<file path="config.mk">
export PLATFORM = sky130hd
export DESIGN_NAME = if_fetch_unit
export DESIGN_NICKNAME = d
export VERILOG_FILES = /design/src/rtl/if_fetch_unit.sv
export SDC_FILE = /design/constraint.sdc
export NUM_CORES = 1
export LEC_CHECK = 0
export ABC_CLOCK_PERIOD_IN_PS = 11200
export CORE_UTILIZATION = 59
export CTS_CLUSTER_SIZE = 24
export DETAILED_ROUTE_END_ITERATION = 8
export HOLD_SLACK_MARGIN = 0.08
export PLACE_DENSITY = 0.88
export REMOVE_ABC_BUFFERS = 1
export SYNTH_ARGS = -nofsm -noshare
export SYNTH_HDL_FRONTEND = slang
export SYNTH_SLANG_ARGS = --single-unit
</file>
<file path="constraint.sdc">
create_clock -name clk -period 11.2 [get_ports clk]
set_input_delay 2.24 -clock clk [delete_from_list [all_inputs] [get_ports clk]]
set_output_delay 2.24 -clock clk [all_outputs]
set_load 0.02 [all_outputs]
</file>
<file path="src/rtl/if_fetch_unit.sv">
// Instruction-fetch stage: single-outstanding req/ack fetch into a 2-entry FIFO feeding IF/ID.
// Branch redirects flush the FIFO; an in-flight fetch is drained in DROP and its data discarded.
module if_fetch_unit #(
  parameter logic [31:0] RESET_PC  = 32'h0000_0000,
  parameter logic [31:0] NOP_INSTR = 32'hE000_0000
) (
  input  logic        clk,
  input  logic        rst,
  input  logic        freeze,
  input  logic        branch_taken,
  input  logic [31:0] branch_addr,
  output logic        imem_req,
  output logic [31:0] imem_addr,
  input  logic        imem_ack,
  input  logic [31:0] imem_rdata,
  output logic [31:0] pc_out,
  output logic [31:0] instr_out,
  output logic        instr_valid
);

  typedef enum logic [1:0] {IDLE, BUSY, DROP} state_t;

  state_t      state;
  logic [31:0] pc;
  logic [1:0]  cnt;
  logic [31:0] head_instr, head_pc, tail_instr, tail_pc;

  logic        pop, push;
  logic [1:0]  wr_idx, cnt_n;
  logic [31:0] br_target, pc_inc;

  assign instr_valid = (cnt != 2'd0);
  assign pop         = instr_valid & ~freeze & ~branch_taken;
  assign push        = (state == BUSY) & imem_ack & ~branch_taken;
  assign wr_idx      = cnt - 2'(pop);
  assign cnt_n       = wr_idx + 2'(push);
  assign br_target   = branch_addr & 32'hFFFF_FFFC;
  assign pc_inc      = pc + 32'd4;

  assign pc_out    = instr_valid ? head_pc : 32'd0;
  assign instr_out = instr_valid ? head_instr : NOP_INSTR;

  always_ff @(posedge clk or posedge rst) begin
    if (rst) begin
      state      <= IDLE;
      pc         <= RESET_PC;
      imem_req   <= 1'b0;
      imem_addr  <= RESET_PC;
      cnt        <= 2'd0;
      head_instr <= NOP_INSTR;
      head_pc    <= 32'd0;
      tail_instr <= NOP_INSTR;
      tail_pc    <= 32'd0;
    end else begin
      // A redirect empties the FIFO even when the consumer is frozen.
      if (branch_taken) begin
        cnt <= 2'd0;
      end else begin
        cnt <= cnt_n;
        if (pop) begin
          head_instr <= tail_instr;
          head_pc    <= tail_pc;
        end
        if (push) begin
          if (wr_idx == 2'd0) begin
            head_instr <= imem_rdata;
            head_pc    <= pc_inc;
          end else begin
            tail_instr <= imem_rdata;
            tail_pc    <= pc_inc;
          end
        end
      end

      unique case (state)
        IDLE: begin
          if (branch_taken) begin
            pc        <= br_target;
            imem_addr <= br_target;
            imem_req  <= 1'b1;
            state     <= BUSY;
          end else if (wr_idx < 2'd2) begin
            imem_addr <= pc;
            imem_req  <= 1'b1;
            state     <= BUSY;
          end
        end
        BUSY: begin
          if (branch_taken) begin
            pc <= br_target;
            if (imem_ack) begin
              imem_addr <= br_target;
              state     <= BUSY;
            end else begin
              state <= DROP;
            end
          end else if (imem_ack) begin
            pc <= pc_inc;
            if (cnt_n < 2'd2) begin
              imem_addr <= pc_inc;
            end else begin
              imem_req <= 1'b0;
              state    <= IDLE;
            end
          end
        end
        DROP: begin
          // Wait out the squashed fetch, then restart at the latest redirect target.
          if (branch_taken) pc <= br_target;
          if (imem_ack) begin
            imem_addr <= branch_taken ? br_target : pc;
            state     <= BUSY;
          end
        end
        default: begin
          state    <= IDLE;
          imem_req <= 1'b0;
        end
      endcase
    end
  end

endmodule

</file>
==> results of run 1 <==
Yosys cell counts (all sizes together) (4+ instances only):
cell | count | area, sq um
o21ai | 30 | 150
nor4 | 10 | 144
buf | 47 | 234
and2 | 73 | 457
or2 | 4 | 25.0
mux2i | 5 | 50.1
a41oi | 5 | 43.8
mux2 | 38 | 428
nor2 | 103 | 387
and4 | 4 | 35.0
nand2 | 143 | 537
o31ai | 37 | 278
dfstp | 6 | 158
a21oi | 87 | 435
nand4 | 22 | 174
dfrtp | 191 | 4780
xor2 | 21 | 184
o22ai | 28 | 175
or3 | 6 | 42.5
clkbuf | 72 | 273
nor3 | 51 | 270
inv | 9 | 33.8
nand3 | 32 | 160
a31oi | 14 | 87.6
and3 | 30 | 188
nand2b | 8 | 50.1
xnor2 | 31 | 272
o211ai | 17 | 128
a31o | 11 | 96.3
critical path, stage by stage:
cell and delay, ns:
clkdlybuf4s50_1 0.39, or3_2 0.44, buf_4 0.25, inv_2 0.58, ha_1 0.33, xor2_1 0.49, o311a_1 0.82, and2_1 0.56
nand2_1 0.55, o211ai_1 0.37
sequential cells by signal (all words and copies together), names as in the netlist:
signal / cells
state: 2
head_instr: 32
imem_addr: 32
tail_instr: 32
head_pc: 32
cnt: 2
imem_req: 1
tail_pc: 32
pc: 32
metrics by stage:
step	area [sq um]	setup TNS [ns]	hold slack, ns
after global routing	12800	0	0.515
after CTS	12800	0	0.479
after detailed placement	12200	0	0.461
after global placement	12200	0	0.453
after floorplan	10200	-54.61	0.475
final	12800	0	0.475
worst max-delay path by stage:
stage	startpoint	endpoint	cells past startpoint
2_1_floorplan	freeze	head_instr[0]$_DFFE_PP0N_	6
3_3_place_gp	freeze	imem_addr[22]$_DFFE_PP0P_	10
3_5_place_dp	freeze	imem_addr[22]$_DFFE_PP0P_	10
4_1_cts	freeze	imem_addr[22]$_DFFE_PP0P_	10
5_1_grt	freeze	imem_addr[22]$_DFFE_PP0P_	10
6_report	freeze	imem_addr[22]$_DFFE_PP0P_	10
cell families after synthesis:
family / synth area share
fa+ha+maj: 0.00352
xor+xnor: 0.0427
mux: 0.0448
flops: 0.463
compound gates: 0.156
simple gates: 0.239
buf+inv: 0.0507
metal layers:
| metal | vias to the layer above | GRT usage | part of all wire |
|---|---|---|---|
| li1 | 4271 | - | - |
| met5 | - | 0 | 0 |
| met4 | 0 | 0.142 | 0.030 |
| met3 | 77 | 0.0645 | 0.085 |
| met1 | 4563 | 0.412 | 0.41 |
| met2 | 476 | 0.507 | 0.48 |
area by class of cell:
type,count,share of cell area
diodes,1,0.000195
clock buffers,21,0.0360
clock inverters,11,0.00977
inverters,9,0.00323
multi-input cells,853,0.407
flip-flops and latches,197,0.386
well taps,225,0.0220
repair buffers,178,0.136
placed cells by master (no fill, tap or decap), types with 30 or more instances in the layout:
master / n
nand2_1: 143
dfrtp_1: 191
nor3_1: 48
and2_1: 73
clkdlybuf4s50_1: 163
mux2_2: 38
xnor2_1: 31
a21oi_1: 87
o31ai_1: 37
and3_1: 30
nand3_1: 32
nor2_1: 102
power breakdown:
| part | switching, W | internal [W] |
|---|---|---|
| Clock | 0.000277 | 0.000342 |
| Sequential | 0.000242 | 0.00104 |
| Combinational | 0.000730 | 0.000603 |
| Total | 0.00125 | 0.00198 |
==> impl_metrics.json, run 1 <==
{
  "rrSetupSlack_ns": 6.21,
  "globalplace.congestion": 0.875,
  "path_class": "in2reg",
  "drc": 0,
  "start_util": 0.610,
  "place_ws_ns": 4.15,
  "holdPathStages": 2,
  "die_height_um": 136,
  "clock_skew_ns": 0.0110,
  "multiInputGateArea_sq_um": 5210,
  "async_flop_share": 1.00,
  "p_leak_nw": 5.11,
  "grt-ovfl-total": 0,
  "endpoint_kind": "flop",
  "cts.sinks": 197,
  "max_freq_mhz": 149,
  "dieArea_sq_um": 18600,
  "reg2reg_to": "imem_addr[22]$_DFFE_PP0P_",
  "synthDistinctLibCells": 67,
  "hold_end": "imem_addr[29]$_DFFE_PP0P_",
  "cts_made_buffers": 17,
  "clock-root-buffer": "clkbuf_16",
  "rsz0062_at_grt": "no",
  "postCtsHoldBufs": 0,
  "crit_arrival_ns": 7.07,
  "core_sq_um": 17500,
  "reg2reg_from": "cnt[1]$_DFF_PP0_",
  "synthCells": 1178,
  "synth-seq-cells": 197,
  "initialDrtViolationCount": 777,
  "cts_tree": "done",
  "via_per_inst": 6.28,
  "insertion_delay_ns": 0.44,
  "antenna_found_initial": 1,
  "cp_max_fo": 35,
  "hp-start": "imem_addr[29]$_DFFE_PP0P_",
  "mappedNetlistArea_sq_um": 10700,
  "dp_hpwl_mm": 17.7,
  "grt_use_total": 0.316,
  "ir_drop_v": 0.000187,
  "path_clk_slew_ns": 0.07,
  "drive_above_1_share": 0.0993,
  "cts.repair.resized": 0,
  "hold_viol_final": 0,
  "p_total_w": 0.00323,
  "ys.flop_type": "dfrtp_1",
  "fin_ws_ns": 4.47,
  "dp_cells": 1462,
  "clockBufferDepth": 2,
  "maxCapViolations": 0,
  "grt_pass1_vias": 9018,
  "powerDensity_nw_per_um2": 252,
  "run_status": "completed",
  "slew_viol_final": 0,
  "numPortBuffers": 164,
  "grt_pass1_wl_mm": 45.2,
  "finalCriticalPeriod_ns": 6.73,
  "hold_class": "reg2reg",
  "slew_headroom": 0.182,
  "die_x_um": 136,
  "required_ns": 11.54,
  "cp-start-kind": "input port",
  "utilization": 0.732,
  "syn_area_per_cell_sq_um": 9.05,
  "ys_seq_area_frac": 0.463,
  "htreeDepth": 4,
  "rows": 48,
  "period_share": 0.601,
  "synth_warnings": 0,
  "fillers": 1259,
  "drtPass1Iterations": 6,
  "grt_max_degree": 147,
  "cts_setup_buffers": 0,
  "postRouteAntennaNets": 0,
  "wl_mm": 28.8,
  "seqCellArea_sq_um": 4940,
  "ios": 167,
  "wl_per_cell_um": 19.2,
  "reg2reg_depth": 10,
  "worst_slew_pin_slew_ns": 1.22,
  "final_nets": 1328,
  "vias": 9387,
  "synth_edf_count": 0,
  "setup_violations": 0,
  "syn_to_final_growth_pct": 20.1,
  "stdcell_count": 1495
}
No activity file was read; power rests on OpenSTA's default activity.
==> run 2, diff against run 1 <==
--- a/config.mk
+++ b/config.mk
@@ -5,12 +5,12 @@
 export SDC_FILE = /design/constraint.sdc
 export NUM_CORES = 1
 export LEC_CHECK = 0
-export ABC_CLOCK_PERIOD_IN_PS = 11200
-export CORE_UTILIZATION = 59
+export ABC_CLOCK_PERIOD_IN_PS = 5520
+export CORE_UTILIZATION = 49
 export CTS_CLUSTER_SIZE = 24
 export DETAILED_ROUTE_END_ITERATION = 8
 export HOLD_SLACK_MARGIN = 0.08
-export PLACE_DENSITY = 0.88
+export PLACE_DENSITY = 0.79
 export REMOVE_ABC_BUFFERS = 1
 export SYNTH_ARGS = -nofsm -noshare
 export SYNTH_HDL_FRONTEND = slang
==> constraint.sdc (replaced) <==
create_clock -name clk -period 5.52 [get_ports clk]
set_input_delay 1.104 -clock clk [delete_from_list [all_inputs] [get_ports clk]]
set_output_delay 1.104 -clock clk [all_outputs]
set_load 0.02 [all_outputs]
==> run 2 against run 1 <==
Combinational power up 100%. First-iteration DRC count is 17% higher. Final cell count up 3.5%. Sequential power increased by 100%. Clock skew grew 0.0018 ns. Hold slack better by 0.017 ns. Critical endpoint is now imem_addr[23]$_DFFE_PP0P_.
==> impl_metrics.json, run 2 (synthesis results as in run 1) <==
{
  "run_status": "completed",
  "holdPathStages": 2,
  "path_clk_slew_ns": 0.07,
  "drtPass1Iterations": 7,
  "post_dp_cell_area_sq_um": 12300,
  "powerDensity_nw_per_um2": 502,
  "mostFrequentLayoutCell": "dfrtp_1",
  "rows": 53,
  "drc": 0,
  "final_nets": 1332,
  "cts_made_buffers": 17,
  "finalSetupTns_ns": 0,
  "most-common-layout-cells": "dfrtp_1 (191), clkdlybuf4s50_1 (163), nand2_1 (143)",
  "reg2reg_to": "imem_addr[23]$_DFFE_PP0P_",
  "endpoint_kind": "flop",
  "start_util": 0.504,
  "reg2reg_depth": 9,
  "fin_area_sq_um": 12800,
  "worst_slew_pin_slew_ns": 1.12,
  "reg2reg_from": "cnt[1]$_DFF_PP0_",
  "hold_viol_final": 0,
  "wl_per_cell_um": 18.6,
  "grt_pass1_vias": 8827,
  "use_met2": 0.423,
  "cp-start-kind": "input port",
  "diodes": 0,
  "postCtsHoldBufs": 0,
  "hold_class": "reg2reg",
  "wl_mm": 28.9,
  "clock_skew_ns": 0.0128,
  "numPortBuffers": 164,
  "ir_drop_v": 0.000253,
  "die_x_um": 149,
  "max_freq_mhz": 217,
  "cts_tree": "done",
  "slew_headroom": 0.251,
  "cts.sinks": 197,
  "crit_arrival_ns": 4.94,
  "syn_to_final_growth_pct": 20.5,
  "grt_max_degree": 128,
  "grt_use_total": 0.263,
  "p_leak_nw": 5.10,
  "via_per_inst": 6.01,
  "drive_above_1_share": 0.103,
  "die_height_um": 149,
  "dp_cells": 1516,
  "initialDrtViolationCount": 910,
  "antenna_found_initial": 0,
  "postRouteAntennaNets": 0,
  "maxCapViolations": 0,
  "grtUsageMet3": 0.0366,
  "dieArea_sq_um": 22300,
  "period_share": 0.834,
  "globalplace.congestion": 0.869,
  "rsz0062_at_grt": "no",
  "dp_hpwl_mm": 18.2,
  "rrSetupSlack_ns": 1.53,
  "setup_violations": 0,
  "hold_end": "imem_addr[4]$_DFFE_PP0P_",
  "ios": 167,
  "cts_setup_buffers": 0,
  "clock-root-buffer": "clkbuf_16",
  "grt-ovfl-total": 0,
  "stdcell_count": 1548,
  "busiest_layer": "met2",
  "vias": 9303,
  "grt_pass1_wl_mm": 45.8,
  "insertion_delay_ns": 0.44,
  "htreeDepth": 4,
  "core_sq_um": 21200,
  "cts.repair.resized": 0,
  "required_ns": 5.86,
  "path_class": "in2reg",
  "fillers": 1815,
  "utilization": 0.607,
  "use_met1": 0.359,
  "slew_viol_final": 0,
  "p_total_w": 0.00644,
  "finalCriticalPeriod_ns": 4.60,
  "cp_max_fo": 18,
  "hp-start": "imem_addr[4]$_DFFE_PP0P_",
  "clockBufferDepth": 2
}
-- run 2: cell types whose count changed in the layout (fill, tap and decap cells not counted), moves of 2 or more --
cell / before / now
buf_4: 15 / 18
clkinvlp_4: 1 / 4
bufinv_16: 2 / 0
clkbuf_8: 2 / 0
-- run 2: final cells by class --
cell class / count / area [sq um] / area share
inverter: 9 / 41.3 / 0.00322
tap: 275 / 344 / 0.0268
sequential: 197 / 4940 / 0.384
timing repair buffer: 182 / 1790 / 0.139
clock buffer: 18 / 429 / 0.0334
multi-input combinational: 853 / 5200 / 0.405
clock inverter: 14 / 104 / 0.00809
-- run 2: per-stage QoR --
stage	setup WS, ns	hold WS, ns
finish	0.916	0.493
global route	0.753	0.518
CTS	0.985	0.496
detailed placement	0.524	0.479
global placement	0.699	0.468
floorplan	-5.55	0.475
-- run 2: worst max-delay path by stage --
| stage | from | endpoint |
|---|---|---|
| 3_5_place_dp | freeze | imem_addr[22]$_DFFE_PP0P_ |
| 4_1_cts | freeze | imem_addr[23]$_DFFE_PP0P_ |
| 2_1_floorplan | freeze | head_instr[0]$_DFFE_PP0N_ |
| 3_3_place_gp | freeze | imem_addr[11]$_DFFE_PP0P_ |
| 5_1_grt | freeze | imem_addr[27]$_DFFE_PP0P_ |
| 6_report | freeze | imem_addr[23]$_DFFE_PP0P_ |
-- run 2: worst max-delay path: stages --
cell and delay, ns:
clkdlybuf4s50_1 0.40, or3_2 0.47, inv_2 0.07, ha_1 0.19
xor2_1 0.42, o311a_1 0.80, and2_1 0.55, nand2_1 0.58
o211ai_1 0.36
-- run 2: power breakdown --
group	internal, W	switching (W)	total (W)
clock	0.000582	0.000581	0.00116
sequential	0.00210	0.000488	0.00259
combinational	0.00123	0.00146	0.00269
-- run 2: per-layer routing --
layer	wire length (um)	vias up
met2	13500	392
met3	2040	48
li1	-	4297
met1	12700	4566
met5	0	-
met4	568	0
==> run 3, diff against run 2 <==
--- a/config.mk
+++ b/config.mk
@@ -5,12 +5,12 @@
 export SDC_FILE = /design/constraint.sdc
 export NUM_CORES = 1
 export LEC_CHECK = 0
-export ABC_CLOCK_PERIOD_IN_PS = 5520
-export CORE_UTILIZATION = 49
+export ABC_CLOCK_PERIOD_IN_PS = 4400
+export CORE_UTILIZATION = 55
 export CTS_CLUSTER_SIZE = 24
 export DETAILED_ROUTE_END_ITERATION = 8
 export HOLD_SLACK_MARGIN = 0.08
-export PLACE_DENSITY = 0.79
+export PLACE_DENSITY = 0.83
 export REMOVE_ABC_BUFFERS = 1
 export SYNTH_ARGS = -nofsm -noshare
 export SYNTH_HDL_FRONTEND = slang
==> constraint.sdc (replaced) <==
create_clock -name clk -period 4.4 [get_ports clk]
set_input_delay 0.88 -clock clk [delete_from_list [all_inputs] [get_ports clk]]
set_output_delay 0.88 -clock clk [all_outputs]
set_load 0.02 [all_outputs]
==> run 3 against run 2 <==
Non-clock buffer count rose by 2. Clock skew increased by 0.00073 ns. Final cell count is 0.78% lower. Global-route usage up 3.6 points. Register-to-register slack worse by 0.52 ns. Routed wire length decreased by 0.27%. Via count rose by 0.17%. Critical endpoint unchanged. Largest cell class unchanged. Highest routed layer is now met5.
==> impl_metrics.json, run 3 (synthesis results as in run 1) <==
{
  "path_buf_inv": 3,
  "insertion_delay_ns": 0.44,
  "drive_above_1_share": 0.104,
  "drc": 0,
  "reg2reg_from": "cnt[1]$_DFF_PP0_",
  "mostFrequentLayoutCell": "dfrtp_1",
  "postRouteAntennaNets": 0,
  "dp_hpwl_mm": 17.8,
  "hold_end": "imem_addr[4]$_DFFE_PP0P_",
  "finalCriticalPeriod_ns": 3.79,
  "final_nets": 1334,
  "fin_area_sq_um": 12900,
  "utilization": 0.686,
  "place_ws_ns": 0.223,
  "slew_viol_final": 0,
  "wl_per_cell_um": 18.7,
  "grt-ovfl-total": 0,
  "clock-root-buffer": "clkbuf_16",
  "globalplace.congestion": 0.892,
  "drtPass1Iterations": 5,
  "fin_ws_ns": 0.610,
  "grt_max_degree": 83,
  "cts_setup_buffers": 0,
  "ir_drop_v": 0.000389,
  "reg2reg_depth": 11,
  "numPortBuffers": 164,
  "die_height_um": 141,
  "path_clk_slew_ns": 0.08,
  "reg2reg_to": "imem_addr[23]$_DFFE_PP0P_",
  "p_total_w": 0.00829,
  "hold_viol_final": 0,
  "grt_pass1_wl_mm": 46.9,
  "worst_slew_pin_slew_ns": 1.26,
  "crit_arrival_ns": 4.13,
  "maxCapViolations": 0,
  "via_per_inst": 6.07,
  "core_sq_um": 18800,
  "vias": 9319,
  "setup_violations": 0,
  "crit_chain": "clkdlybuf4s50_1, or3_2, inv_2, ha_1, inv_1, ha_1, nand2_1, nand4_1, and2_1, nand2_1, o211ai_1",
  "dp_cells": 1503,
  "cp-start-kind": "input port",
  "syn_to_final_growth_pct": 21.2,
  "path_delay_family": "simple AND/OR/NAND/NOR gates",
  "worst_path_max_delay_cell": "nand2_1",
  "p_leak_nw": 5.16,
  "htreeDepth": 4,
  "post_dp_cell_area_sq_um": 12300,
  "path_class": "in2reg",
  "postCtsHoldBufs": 0,
  "clockBufferDepth": 2,
  "max_freq_mhz": 264,
  "cts.sinks": 197,
  "antenna_found_initial": 2,
  "rows": 50,
  "rsz0062_at_grt": "no",
  "endpoint_kind": "flop",
  "grt_pass1_vias": 9138,
  "hold_class": "reg2reg",
  "grt_use_total": 0.299,
  "cts_made_buffers": 17,
  "cts_tree": "done",
  "powerDensity_nw_per_um2": 642,
  "rrSetupSlack_ns": 1.01,
  "fillers": 1474,
  "holdPathStages": 2,
  "stdcell_count": 1536,
  "required_ns": 4.74,
  "start_util": 0.566,
  "slowest_delay_ns": 0.57,
  "clock_skew_ns": 0.0136,
  "cp_max_fo": 14,
  "die_x_um": 141,
  "ios": 167,
  "cts.repair.resized": 0,
  "hp-start": "imem_addr[4]$_DFFE_PP0P_",
  "slew_headroom": 0.159,
  "period_share": 0.861,
  "wl_mm": 28.8,
  "initialDrtViolationCount": 906,
  "most-common-layout-cells": "dfrtp_1 (191), clkdlybuf4s50_1 (163), nand2_1 (143)",
  "dieArea_sq_um": 19900,
  "run_status": "completed"
}
-- run 3: cell count changes in the layout (fill, tap and decap cells not counted) --
cell        delta
inv_6          +3
diode_2        +1
clkinvlp_4     -2
nor2_2         -1
bufinv_16      +3
clkinv_2       -3
clkbuf_1       -1
nor2_1         +1
buf_4          +2
-- run 3: worst reg2reg max path, cell delays in order, from the launching register on --
cell,delay (ns)
dfrtp_1,0.40
nor2_1,0.08
or3_2,0.43
inv_2,0.07
ha_1,0.27
inv_1,0.12
ha_1,0.25
nand2_1,0.09
nand4_1,0.17
and2_1,0.48
nand2_1,0.57
o211ai_1,0.35
-- run 3: stage by stage --
| step | setup TNS, ns | hold slack (ns) |
|---|---|---|
| 3_5_place_dp | 0 | 0.475 |
| 5_1_grt | 0 | 0.521 |
| 3_3_place_gp | 0 | 0.469 |
| 6_report | 0 | 0.487 |
| 2_1_floorplan | -942.15 | 0.475 |
| 4_1_cts | 0 | 0.493 |
-- run 3: per-layer routing --
metal | part of all wire | GRT usage | vias up
met1 | 0.41 | 0.396 | 4501
li1 | - | - | 4287
met3 | 0.087 | 0.0622 | 69
met2 | 0.47 | 0.489 | 460
met4 | 0.024 | 0.106 | 2
met5 | 0.00045 | 0 | -
-- run 3: where the power goes --
group	internal, W	switching, W	total (W)
registers	0.00263	0.000602	0.00324
logic	0.00155	0.00185	0.00340
clock network	0.000912	0.000742	0.00165
total	0.00509	0.00320	0.00829
-- run 3: layout make-up --
type                       instances  area (sq um)  area share
multi-input combinational        853          5200       0.402
sequential                       197          4940       0.382
timing repair buffer             184          1800       0.139
clock buffer                      17           425      0.0329
tap                              260           325      0.0252
clock inverter                    15           190      0.0147
inverter                           9          41.3     0.00320
antenna                            1          2.50    0.000194
-- run 3: worst max path at each step --
stage	to	start	depth (start not counted)	slack, ns
floorplan	head_instr[0]$_DFFE_PP0N_	freeze	6	-6.44
global placement	imem_addr[11]$_DFFE_PP0P_	freeze	11	0.33
detailed placement	imem_addr[23]$_DFFE_PP0P_	freeze	11	0.22
CTS	imem_addr[23]$_DFFE_PP0P_	freeze	11	0.68
global route	imem_addr[12]$_DFFE_PP0P_	freeze	11	0.43
finish	imem_addr[23]$_DFFE_PP0P_	freeze	11	0.61
